## src/rtl/riscv_core_mul_div_issue.sv

```systemverilog
// riscv_core_mul_div_issue
// Issue/completion controller between the EX stage and the M-extension
// multiply/divide unit. Accepts one op, freezes IF/ID/EX while it is in flight,
// waits for the combinational multiplier (one cycle) or the iterative divider's
// done pulse (guarded by a watchdog), then strobes result + rd to writeback.
//
// Ports:
//   i_mdi_clk, i_mdi_rstn                      clock, async active-low reset
//   i_mdi_valid, i_mdi_flush                   op present in EX / kill
//   i_mdi_srcA/srcB/control/isword/rd          op payload from EX
//   o_mdi_en, o_mdi_srcA/srcB/control/isword   request + latched payload to unit
//   i_mdi_unit_done, i_mdi_unit_result         unit response
//   o_mdi_stall                                combinational pipeline freeze
//   o_mdi_result_valid/result/rd/error         one-cycle writeback strobe + payload
module riscv_core_mul_div_issue #(
    parameter int unsigned XLEN        = 64,
    parameter int unsigned DIV_TIMEOUT = 128
) (
    input  logic            i_mdi_clk,
    input  logic            i_mdi_rstn,
    input  logic            i_mdi_valid,
    input  logic            i_mdi_flush,
    input  logic [XLEN-1:0] i_mdi_srcA,
    input  logic [XLEN-1:0] i_mdi_srcB,
    input  logic [3:0]      i_mdi_control,
    input  logic            i_mdi_isword,
    input  logic [4:0]      i_mdi_rd,
    output logic            o_mdi_en,
    output logic [XLEN-1:0] o_mdi_srcA,
    output logic [XLEN-1:0] o_mdi_srcB,
    output logic [3:0]      o_mdi_control,
    output logic            o_mdi_isword,
    input  logic            i_mdi_unit_done,
    input  logic [XLEN-1:0] i_mdi_unit_result,
    output logic            o_mdi_stall,
    output logic            o_mdi_result_valid,
    output logic [XLEN-1:0] o_mdi_result,
    output logic [4:0]      o_mdi_rd,
    output logic            o_mdi_error
);

    // Counter only needs to reach DIV_TIMEOUT-1.
    localparam int unsigned CNT_W = (DIV_TIMEOUT > 1) ? $clog2(DIV_TIMEOUT) : 1;
    localparam logic [CNT_W-1:0] CNT_LAST = CNT_W'(DIV_TIMEOUT - 1);

    typedef enum logic [1:0] {
        ST_IDLE = 2'd0,
        ST_MUL  = 2'd1,
        ST_DIV  = 2'd2,
        ST_RESP = 2'd3
    } state_e;

    state_e            state_q,  state_d;
    logic              en_q,     en_d;
    logic [XLEN-1:0]   srca_q,   srca_d;
    logic [XLEN-1:0]   srcb_q,   srcb_d;
    logic [3:0]        ctl_q,    ctl_d;
    logic              isw_q,    isw_d;
    logic [4:0]        rd_lat_q, rd_lat_d;
    logic [4:0]        rd_q,     rd_d;
    logic [XLEN-1:0]   result_q, result_d;
    logic              error_q,  error_d;
    logic              rv_q,     rv_d;
    logic [CNT_W-1:0]  cnt_q,    cnt_d;

    // Next-state and register-update logic.
    always_comb begin
        state_d  = state_q;
        en_d     = en_q;
        srca_d   = srca_q;
        srcb_d   = srcb_q;
        ctl_d    = ctl_q;
        isw_d    = isw_q;
        rd_lat_d = rd_lat_q;
        rd_d     = rd_q;
        result_d = result_q;
        error_d  = error_q;
        rv_d     = 1'b0;
        cnt_d    = cnt_q;

        case (state_q)
            ST_IDLE: begin
                if (i_mdi_valid && !i_mdi_flush) begin
                    srca_d   = i_mdi_srcA;
                    srcb_d   = i_mdi_srcB;
                    ctl_d    = i_mdi_control;
                    isw_d    = i_mdi_isword;
                    rd_lat_d = i_mdi_rd;
                    cnt_d    = '0;
                    en_d     = 1'b1;
                    state_d  = i_mdi_control[2] ? ST_DIV : ST_MUL;
                end
            end
            ST_MUL: begin
                en_d = 1'b0;
                if (i_mdi_flush) begin
                    cnt_d   = '0;
                    state_d = ST_IDLE;
                end else begin
                    result_d = i_mdi_unit_result;
                    error_d  = 1'b0;
                    rd_d     = rd_lat_q;
                    rv_d     = 1'b1;
                    state_d  = ST_RESP;
                end
            end
            ST_DIV: begin
                if (i_mdi_flush) begin
                    en_d    = 1'b0;
                    cnt_d   = '0;
                    state_d = ST_IDLE;
                end else if (i_mdi_unit_done) begin
                    // Done takes priority over a coincident watchdog expiry.
                    en_d     = 1'b0;
                    result_d = i_mdi_unit_result;
                    error_d  = 1'b0;
                    rd_d     = rd_lat_q;
                    rv_d     = 1'b1;
                    state_d  = ST_RESP;
                end else if (cnt_q == CNT_LAST) begin
                    en_d     = 1'b0;
                    result_d = '0;
                    error_d  = 1'b1;
                    rd_d     = rd_lat_q;
                    rv_d     = 1'b1;
                    state_d  = ST_RESP;
                end else begin
                    cnt_d = cnt_q + CNT_W'(1);
                end
            end
            ST_RESP: begin
                // EX still shows the retiring op here, so valid is not looked at.
                state_d = ST_IDLE;
            end
            default: begin
                state_d = ST_IDLE;
            end
        endcase
    end

    // State and datapath registers.
    always_ff @(posedge i_mdi_clk or negedge i_mdi_rstn) begin
        if (!i_mdi_rstn) begin
            state_q  <= ST_IDLE;
            en_q     <= 1'b0;
            srca_q   <= '0;
            srcb_q   <= '0;
            ctl_q    <= '0;
            isw_q    <= 1'b0;
            rd_lat_q <= '0;
            rd_q     <= '0;
            result_q <= '0;
            error_q  <= 1'b0;
            rv_q     <= 1'b0;
            cnt_q    <= '0;
        end else begin
            state_q  <= state_d;
            en_q     <= en_d;
            srca_q   <= srca_d;
            srcb_q   <= srcb_d;
            ctl_q    <= ctl_d;
            isw_q    <= isw_d;
            rd_lat_q <= rd_lat_d;
            rd_q     <= rd_d;
            result_q <= result_d;
            error_q  <= error_d;
            rv_q     <= rv_d;
            cnt_q    <= cnt_d;
        end
    end

    // Stall covers the issue cycle itself so EX holds the op being latched.
    assign o_mdi_stall = ((state_q == ST_IDLE) && i_mdi_valid && !i_mdi_flush)
                       || (state_q == ST_MUL) || (state_q == ST_DIV);

    assign o_mdi_en           = en_q;
    assign o_mdi_srcA         = srca_q;
    assign o_mdi_srcB         = srcb_q;
    assign o_mdi_control      = ctl_q;
    assign o_mdi_isword       = isw_q;
    assign o_mdi_result_valid = rv_q;
    assign o_mdi_result       = result_q;
    assign o_mdi_rd           = rd_q;
    assign o_mdi_error        = error_q;

endmodule

```

## config.mk

```make
export PLATFORM = sky130hd
export DESIGN_NAME = riscv_core_mul_div_issue
export DESIGN_NICKNAME = d
export VERILOG_FILES = /design/src/rtl/riscv_core_mul_div_issue.sv
export SDC_FILE = /design/constraint.sdc
export NUM_CORES = 1
export LEC_CHECK = 0
export ABC_AREA = 1
export BUFFER_PORTS_ARGS = -buffer_cell sky130_fd_sc_hd__buf_2
export CAP_MARGIN = 5
export CORE_AREA = 2 2 161 163
export DETAILED_ROUTE_END_ITERATION = 12
export DIE_AREA = 0 0 163 165
export MAX_ROUTING_LAYER = met4
export PLACE_DENSITY_LB_ADDON = 0.25
export SETUP_SLACK_MARGIN = 0.5
export SLEW_MARGIN = 20
export SYNTH_ARGS = -nofsm -noshare
export SYNTH_HDL_FRONTEND = slang
export SYNTH_SLANG_ARGS = --single-unit
```

## constraint.sdc

```tcl
create_clock -name i_mdi_clk -period 2.1 [get_ports i_mdi_clk]
set_input_delay 0.63 -clock i_mdi_clk [delete_from_list [all_inputs] [get_ports i_mdi_clk]]
set_output_delay 0.63 -clock i_mdi_clk [all_outputs]
set_load 0.02 [all_outputs]
```

==> impl_metrics.toml, run 1 <==
[floorplanning]
ioPinCount = 413
core_area_um2 = 25040
die_w_um = 163
rows = 58
die_h_um = 165
die_area_um2 = 26900
initial_core_util_pct = 36.84

[detailed_routing]
dr_total_vias = 8534
drt_iter0_drc = 385
avgViaCountPerCell = 4.830
drt-total-wl_um = 35480
drt-pass1-iter-count = 4
avgRoutedWirePerCell_um = 20.08
drc_errors = 0
antenna_left = 0

[synthesis]
yosysTopAreaCell = "dfrtp_1"
netlist.area_leader.share_pct = 59.41
yosys_warnings = 0
ys_seq_elements = 219
synth_area_um2 = 9224
yosys-top-cells-area = "dfrtp_1 (59%), mux2_2 (17%), nand2_1 (6.6%)"
synthDistinctLibCells = 24
syn_avg_cell_area_um2 = 11.21
syn_nets = 1036
syn_inst = 823
ys_seq_area_share_pct = 59.41

[clock_network]
clk_pin_slew_ns = 0.06
root_buffer = "clkbuf_16"
cts_buffer_depth = 3
h-tree-depth = 1
numCtsBuffers = 25
postCtsHoldBufs = 0
clk_latency_ns = 0.52
cts_tree = "yes"
clock_sinks = 219

[job]
cap_violations = 0

[cells_and_area]
multi_input_area_um2 = 4359
syn2layout_area_growth_pct = 89.79
drive_above_1_share_pct = 67.74
fillCellCount = 1661
regArea_um2 = 5484
fin_nets = 1628
final_util_pct = 69.92

[power]
leakage_nw = 9.010
peakVddDrop_v = 0.001236
p_per_area_nw_per_um2 = 1593

[timing]
hold_ws_ns = 0.04779
drv_slew = 0
hold_viol = 0
fin_setup_tns_ns = -0.1130
period_share_pct = 101.2
fmax_ghz = 0.4707
worst_slew_pin_slew_ns = 0.4722
period_needed_ns = 2.124
rsz0062_at_grt = "yes"
maxSlewHeadroom_pct = 68.52
final-setup-viol-count = 12
fin_ws_ns = -0.02435
fin_skew_ns = 0.01412

[grt]
track_usage_pct = 22.68
grt_pass1_wl_um = 45710
grt-ovfl-total = 0
grt_pass1_vias = 8086
grt_max_degree = 71
antenna_found_initial = 5

[hold_path]
hp-class = "input port to async pin"

[worst_setup_path]
crit_chain = "inv_4, ha_4, nand3_4, buf_4, buf_6, buf_6, buf_6, buf_12, buf_12, clkbuf_16, mux2_4"
max_stage_delay_ns = 0.45
start_kind = "flop"
path_common_cell = "buf_6"
worst-path-buf-inv = 8
cpMaxStageDelayCell = "dfrtp_2"
cp.arrival_ns = 2.52
crit_family = "buffers and inverters"
worst-setup-path-type = "flop to flop"
crit_required_ns = 2.50
cp-end-kind = "flop"
cp_max_fo = 6

[place]
portBuffers = 412
finalWeightedCongestion = 0.8103
dpl_worst_slack_ns = 0.1841
dp_hpwl_um = 18630

[outcome]
violations = "setup timing"
status = "finished with violations"
## layout by cell type, fill, tap and decap left out, types with 2 or more instances in the layout
cell | netlist | routed
buf_6 | 12 | 227
dfrtp_1 | 219 | 216
buf_2 | 18 | 205
nand2_1 | 163 | 117
buf_4 | 13 | 97
mux2_4 | 0 | 82
inv_1 | 77 | 72
mux2_2 | 137 | 55
nand3_2 | 1 | 53
nor2_4 | 3 | 44
clkbuf_16 | 0 | 31
buf_16 | 0 | 31
buf_12 | 0 | 31
nand2_2 | 1 | 29
nand2_4 | 3 | 21
nand3_1 | 76 | 20
nor2_1 | 68 | 15
nor2_2 | 0 | 12
buf_8 | 0 | 12
o21ai_1 | 3 | 10
clkbuf_8 | 0 | 10
diode_2 | 0 | 8
nand3_4 | 1 | 5
o21ai_2 | 0 | 3
ha_4 | 0 | 3
ha_1 | 6 | 3
clkbuf_1 | 1 | 3
dfrtp_2 | 0 | 3
inv_4 | 0 | 2
nand2_8 | 2 | 2
o21a_1 | 2 | 2
a21oi_2 | 0 | 2
clkinv_2 | 0 | 2
## worst register-to-register path: stages, from the launching register on
cell and delay [ns]:
dfrtp_2 0.45, inv_4 0.11, ha_4 0.15, nand3_4 0.07, buf_4 0.14, buf_6 0.10, buf_6 0.10, buf_6 0.12
buf_12 0.14, buf_12 0.15, clkbuf_16 0.17, mux2_4 0.31
## state kept, by name, indices dropped and copies added (netlist names), 2 cells and up
| signal | cells |
|---|---|
| rd_lat_q | 5 |
| state_q | 2 |
| o_mdi_result | 64 |
| o_mdi_srcA | 64 |
| o_mdi_srcB | 64 |
| cnt_q | 7 |
| o_mdi_rd | 5 |
| o_mdi_control | 4 |
## metal layers
layer | track usage [%] | wire [um] | vias to the layer above
met4 | 7.482 | 1472 | 0
li1 | - | - | 3855
met2 | 37.62 | 18620 | 341
met3 | 3.943 | 2180 | 93
met1 | 28.33 | 13200 | 4245
met5 | - | 0 | -
## synthesized netlist by cell type, drive strengths merged
| master | n |
|---|---|
| inv | 77 |
| nand3b | 1 |
| a21oi | 4 |
| buf | 43 |
| ha | 6 |
| or2 | 1 |
| clkbuf | 1 |
| dfrtp | 219 |
| nand3 | 78 |
| a21boi | 1 |
| nor2 | 71 |
| nand2 | 169 |
| o21a | 2 |
| mux2 | 137 |
| o21ai | 13 |
## path summary, 6_finish.rpt
path                       slack, ns  depth (start not counted)             end           start
max                            -0.02                         11  o_mdi_srcA[61]      state_q[1]
min                             0.05                          1        o_mdi_en      i_mdi_rstn
max reg2reg                    -0.02                         11  o_mdi_srcA[61]      state_q[1]
min reg2reg                     0.50                          2        cnt_q[3]        cnt_q[3]
max in group asynchronous       1.46                          2  o_mdi_srcA[53]      i_mdi_rstn
min in group i_mdi_clk          0.34                          2  o_mdi_srcB[53]  i_mdi_srcB[53]
## cells by family (layout without fill, tap and decap cells)
kind of cell             after synthesis  after routing  synth area share (%)
flip-flops                           219            219                 59.41
multiplexers                         137            137                 16.73
buffers and inverters                121            727                 6.674
AO/OA/AOI/OAI                         20             20                 1.167
adder cells (fa/ha/maj)                6              6                0.8139
AND/OR/NAND/NOR                      320            320                 15.21
other                                  0              8                     0
## repair_timing
item	4_1_cts	5_1_grt
resized for setup	339	492
cloned	26	7
setup endpoints to repair	405	424
endpoints found under the hold margin	0	0
setup buffers	56	84
pin swaps	39	87
## layout make-up
| cell class | instances | area share [%] |
|---|---|---|
| sequential | 219 | 31.33 |
| inverter | 77 | 1.844 |
| tap | 330 | 2.359 |
| multi-input combinational | 483 | 24.90 |
| clock buffer | 38 | 4.424 |
| timing repair buffer | 609 | 34.93 |
| antenna | 8 | 0.1144 |
| clock inverter | 3 | 0.1001 |
## where the power goes
part	switching (W)	internal, W	leakage, nW	total (W)
clock network	0.00173	0.00251	0.392	0.00424
registers	0.00160	0.00626	2.66	0.00786
logic	0.00699	0.00880	5.96	0.0158
## metrics by stage
| stage | total power [W] | std cells | instance area, um2 |
|---|---|---|---|
| 2_1_floorplan | 0.01274 | 823 | 9273 |
| 3_3_place_gp | 0.01580 | 1545 | 11780 |
| 3_5_place_dp | 0.01598 | 1545 | 11780 |
| 4_1_cts | 0.02392 | 1668 | 15040 |
| 5_1_grt | 0.02908 | 1764 | 17500 |
| 6_report | 0.02789 | 1767 | 17510 |
Power figures use the tool's default switching activity.
==> run 2: changes to the inputs <==
--- a/config.mk
+++ b/config.mk
@@ -18,3 +18,4 @@
 export SYNTH_ARGS = -nofsm -noshare
 export SYNTH_HDL_FRONTEND = slang
 export SYNTH_SLANG_ARGS = --single-unit
+export TNS_END_PERCENT = 50
==> run 2 against run 1 <==
The run still ends with setup timing left. First-iteration DRC count rose by 3.9%. Flip-flop and latch count unchanged. Largest power group unchanged. Sequential share of layout area grew 2.1 points. Via count down 4.1%. Setup slack got worse by 0.0025 ns. Cell area fell by 6.3%. Global-route usage stayed put. Sequential power shrank 2.5%.
==> impl_metrics.toml, run 2 (same netlist as run 1, synthesis figures left out) <==
[cells_and_area]
multi_input_area_um2 = 4409
regArea_um2 = 5483
final_common_cell = "buf_2"
final_util_pct = 65.55
final_cell_mix = "buf_2 (297), dfrtp_1 (217), buf_6 (133)"
fin_nets = 1554
fillCellCount = 1817
drive_above_1_share_pct = 66.20
syn2layout_area_growth_pct = 77.92

[timing]
hold_viol = 0
period_needed_ns = 2.127
fin_ws_ns = -0.02683
drv_slew = 0
worst_slew_pin_slew_ns = 0.4717
fin_skew_ns = 0.008121
maxSlewHeadroom_pct = 68.55
final-setup-viol-count = 18
period_share_pct = 101.3
fmax_ghz = 0.4702
rsz0062_at_grt = "yes"

[place]
dp_hpwl_um = 18630
portBuffers = 412
dpl_worst_slack_ns = 0.1841
finalWeightedCongestion = 0.8103

[grt]
grt_max_degree = 71
grt_pass1_vias = 8086
grt-ovfl-total = 0
track_usage_pct = 22.68
grt_pass1_wl_um = 45710
antenna_found_initial = 5

[clock_network]
root_buffer = "clkbuf_16"
clock_sinks = 219
h-tree-depth = 1
numCtsBuffers = 25
clk_pin_slew_ns = 0.06
cts_buffer_depth = 3
clk_latency_ns = 0.51
postCtsHoldBufs = 0
cts_tree = "yes"

[worst_setup_path]
cpMaxStageDelayCell = "dfrtp_2"
worst-path-buf-inv = 8
crit_chain = "inv_4, ha_4, nand3_4, buf_4, buf_6, buf_6, buf_6, buf_12, buf_12, clkbuf_16, mux2_4"
worst-r2r-setup-slack_ns = -0.03
cp_max_fo = 6
worst-setup-path-type = "flop to flop"
path_common_cell = "buf_6"
crit_required_ns = 2.49
r2r_start = "state_q[1]"
start_kind = "flop"
cp.arrival_ns = 2.52
cp-end-kind = "flop"
crit_family = "buffers and inverters"
r2r_end = "o_mdi_srcB[55]"
max_stage_delay_ns = 0.46
r2r_cells = 11

[power]
power.total_w = 0.02553
leakage_nw = 8.493
peakVddDrop_v = 0.001253
p_per_area_nw_per_um2 = 1556

[detailed_routing]
drc_errors = 0
drt-total-wl_um = 32870
antenna_left = 0
drt_iter0_drc = 400
dr_total_vias = 8185
drt-pass1-iter-count = 4
avgViaCountPerCell = 4.840
avgRoutedWirePerCell_um = 19.44

[hold_path]
hp-class = "input port to async pin"

[floorplanning]
ioPinCount = 413
rows = 58
die_w_um = 163
initial_core_util_pct = 36.84
die_h_um = 165
die_area_um2 = 26900
core_area_um2 = 25040

[outcome]
status = "finished with violations"
violations = "setup timing"

[job]
cap_violations = 0
==> run 2: worst reg2reg max path, cell delays in order (launching register included) <==
cell and delay, ns:
dfrtp_2 0.46, inv_4 0.11, ha_4 0.15, nand3_4 0.08, buf_4 0.14, buf_6 0.10, buf_6 0.10, buf_6 0.12
buf_12 0.14, buf_12 0.15, clkbuf_16 0.16, mux2_4 0.30
==> run 2: worst max path at each step <==
| stage | slack [ns] | endpoint | cells after the start | from |
|---|---|---|---|---|
| 6_report | -0.03 | o_mdi_srcB[55] | 11 | state_q[1] |
| 5_1_grt | -0.08 | o_mdi_stall | 5 | state_q[1] |
| 4_1_cts | -0.07 | o_mdi_stall | 5 | state_q[1] |
| 3_5_place_dp | 0.18 | o_mdi_srcA[40] | 6 | i_mdi_flush |
| 3_3_place_gp | 0.19 | o_mdi_srcA[49] | 6 | i_mdi_flush |
| 2_1_floorplan | 0.38 | o_mdi_stall | 5 | i_mdi_flush |
==> run 2: where the power goes <==
part           switching, W  internal (W)
Sequential          0.00141       0.00625
Combinational       0.00662       0.00704
Clock               0.00171       0.00251
Total               0.00974        0.0158
==> run 2: repair_timing <==
| action | 4_1_cts | 5_1_grt |
|---|---|---|
| endpoints found under the setup margin | 405 | 424 |
| gates resized for setup | 339 | 313 |
| setup buffers | 56 | 10 |
| cloned | 26 | 7 |
| pin swaps | 39 | 105 |
==> run 2: area by class of cell <==
cell class	count	area share, %
timing repair buffer	535	30.32
inverter	77	1.967
antenna	6	0.09149
clock inverter	3	0.1067
tap	330	2.516
multi-input combinational	483	26.87
sequential	219	33.41
clock buffer	38	4.719
==> run 2: metal layers <==
layer	GRT usage, %	share of wire, %	vias to the layer above
met1	28.33	38	4086
met4	7.482	3.2	0
li1	-	-	3702
met3	3.943	5.9	72
met5	-	0	-
met2	37.62	52	325
==> run 2: metrics by stage <==
step | area (um2) | hold slack, ns | TNS [ns] | std cells
after floorplan | 9273 | 0.3344 | 0 | 823
after global placement | 11780 | 0.4479 | 0 | 1545
after detailed placement | 11780 | 0.4528 | 0 | 1545
after CTS | 15040 | 0.04405 | -0.06955 | 1668
after global routing | 16410 | 0.05199 | -2.319 | 1690
final | 16410 | 0.05221 | -0.2023 | 1691
==> run 3: changes to the inputs <==
--- a/config.mk
+++ b/config.mk
@@ -14,6 +14,7 @@
 export MAX_ROUTING_LAYER = met4
 export PLACE_DENSITY_LB_ADDON = 0.25
 export SETUP_SLACK_MARGIN = 0.5
+export SKIP_LAST_GASP = 1
 export SLEW_MARGIN = 20
 export SYNTH_ARGS = -nofsm -noshare
 export SYNTH_HDL_FRONTEND = slang
==> run 3 against run 2 <==
Largest power group unchanged. Power decreased by 5.1%. Highest routed layer unchanged. The flow still finishes with violations (setup timing). Via count decreased by 2.6%. Largest cell class unchanged. Non-clock buffer count increased by 1.
==> impl_metrics.toml, run 3 (same netlist as run 1, synthesis figures left out) <==
[timing]
maxSlewHeadroom_pct = 68.55
fin_ws_ns = -0.02123
period_share_pct = 101.0
fin_skew_ns = 0.01092
hold_viol = 0
fmax_ghz = 0.4714
worst_slew_pin_slew_ns = 0.4717
rsz0062_at_grt = "yes"
period_needed_ns = 2.121
final-setup-viol-count = 1
drv_slew = 0
fin_setup_tns_ns = -0.02123

[detailed_routing]
drt-total-wl_um = 31300
antenna_left = 0
drc_errors = 0
avgRoutedWirePerCell_um = 18.51
avgViaCountPerCell = 4.715
drt_iter0_drc = 460
drt-pass1-iter-count = 4
dr_total_vias = 7973

[clock_network]
clk_pin_slew_ns = 0.06
root_buffer = "clkbuf_16"
h-tree-depth = 1
postCtsHoldBufs = 0
cts_buffer_depth = 3
cts_tree = "yes"
clk_latency_ns = 0.51
numCtsBuffers = 25
clock_sinks = 219

[floorplanning]
die_area_um2 = 26900
core_area_um2 = 25040
die_h_um = 165
rows = 58
initial_core_util_pct = 36.84
ioPinCount = 413
die_w_um = 163

[grt]
antenna_found_initial = 4
grt-ovfl-total = 0
grt_max_degree = 71
track_usage_pct = 22.02
grt_pass1_wl_um = 44340
grt_pass1_vias = 7903

[place]
dp_hpwl_um = 18630
finalWeightedCongestion = 0.8103
dp.cells = 1545
portBuffers = 412

[cells_and_area]
drive_above_1_share_pct = 65.27
fin_cells = 1691
regArea_um2 = 5483
syn2layout_area_growth_pct = 70.51
final_cell_mix = "buf_2 (337), dfrtp_1 (217), mux2_2 (128)"
final_common_cell = "buf_2"
fillCellCount = 1925
fin_nets = 1555
multi_input_area_um2 = 3995

[worst_setup_path]
cp_max_fo = 4
worst-setup-path-type = "flop to output pin"
cp.arrival_ns = 1.49
crit_required_ns = 1.47
r2r_cells = 11
cp-end-kind = "output pin"
start_kind = "flop"

[power]
leakage_nw = 8.005
p_per_area_nw_per_um2 = 1540
peakVddDrop_v = 0.001029

[job]
cap_violations = 0

[outcome]
violations = "setup timing"
status = "finished with violations"

[hold_path]
hp-class = "input port to async pin"
-- run 3: changes by cell type in the layout (fill, tap and decap cells not counted), moves of 4 or more --
cell	previous run	this run
buf_6	133	98
buf_2	297	337
nand3_1	20	25
nor2_4	49	37
mux2_4	84	9
mux2_2	53	128
nor2_2	7	15
nor2_1	15	19
-- run 3: layer usage --
| metal | up-vias | global-route usage (%) | wire length (um) |
|---|---|---|---|
| met5 | - | - | 0 |
| met4 | 0 | 6.879 | 853 |
| met3 | 56 | 3.792 | 1721 |
| met2 | 284 | 36.50 | 16460 |
| met1 | 3934 | 27.70 | 12260 |
| li1 | 3699 | - | - |
-- run 3: path summary, 6_finish.rpt --
kind	end	slack, ns	start
worst max-delay path	o_mdi_stall	-0.02	state_q[1]
worst min-delay path	o_mdi_result[8]	0.05	i_mdi_rstn
worst max register to register	o_mdi_srcB[55]	0.01	state_q[1]
worst min register to register	o_mdi_result[24]	0.47	o_mdi_result[24]
max in group asynchronous	o_mdi_srcA[56]	1.46	i_mdi_rstn
min in group i_mdi_clk	o_mdi_srcA[25]	0.34	i_mdi_srcA[25]
-- run 3: worst max-delay path: stages (launching register included) --
cell and delay (ns):
dfrtp_2 0.43, inv_4 0.07, ha_4 0.17, nor2_4 0.12, nand2_4 0.05, buf_6 0.12
-- run 3: what timing repair did --
| item | CTS | global route |
|---|---|---|
| buffers inserted | 56 | 13 |
| cloned | 26 | 5 |
| endpoints found under the setup margin | 405 | 424 |
| resized for setup | 230 | 235 |
| pin swaps | 39 | 73 |
| endpoints found under the hold margin | 0 | 0 |
-- run 3: final cells by class --
cell class	instances	share of cell area, %
multi-input cells	483	25.40
inverters	77	2.037
diodes	5	0.07955
well taps	330	2.625
flip-flops and latches	219	34.86
clock inverters	3	0.1114
clock buffers	38	4.924
repair buffers	536	29.96
-- run 3: where the power goes --
| part | switching, W | internal, W |
|---|---|---|
| Combinational | 0.00641 | 0.00610 |
| Sequential | 0.00126 | 0.00624 |
| Clock | 0.00170 | 0.00251 |
-- run 3: per-stage QoR --
step | util, % | worst slack, ns | instance area [um2] | hold WS (ns) | total power (W)
global route | 62.81 | -0.08397 | 15730 | 0.05006 | 0.02545
CTS | 58.51 | -0.06955 | 14650 | 0.04405 | 0.02325
detailed placement | 47.07 | 0.1841 | 11780 | 0.4528 | 0.01598
floorplan | - | 0.3827 | 9273 | 0.3344 | 0.01274
finish | 62.82 | -0.02123 | 15730 | 0.05048 | 0.02423
global placement | 47.07 | 0.1925 | 11780 | 0.4479 | 0.01580
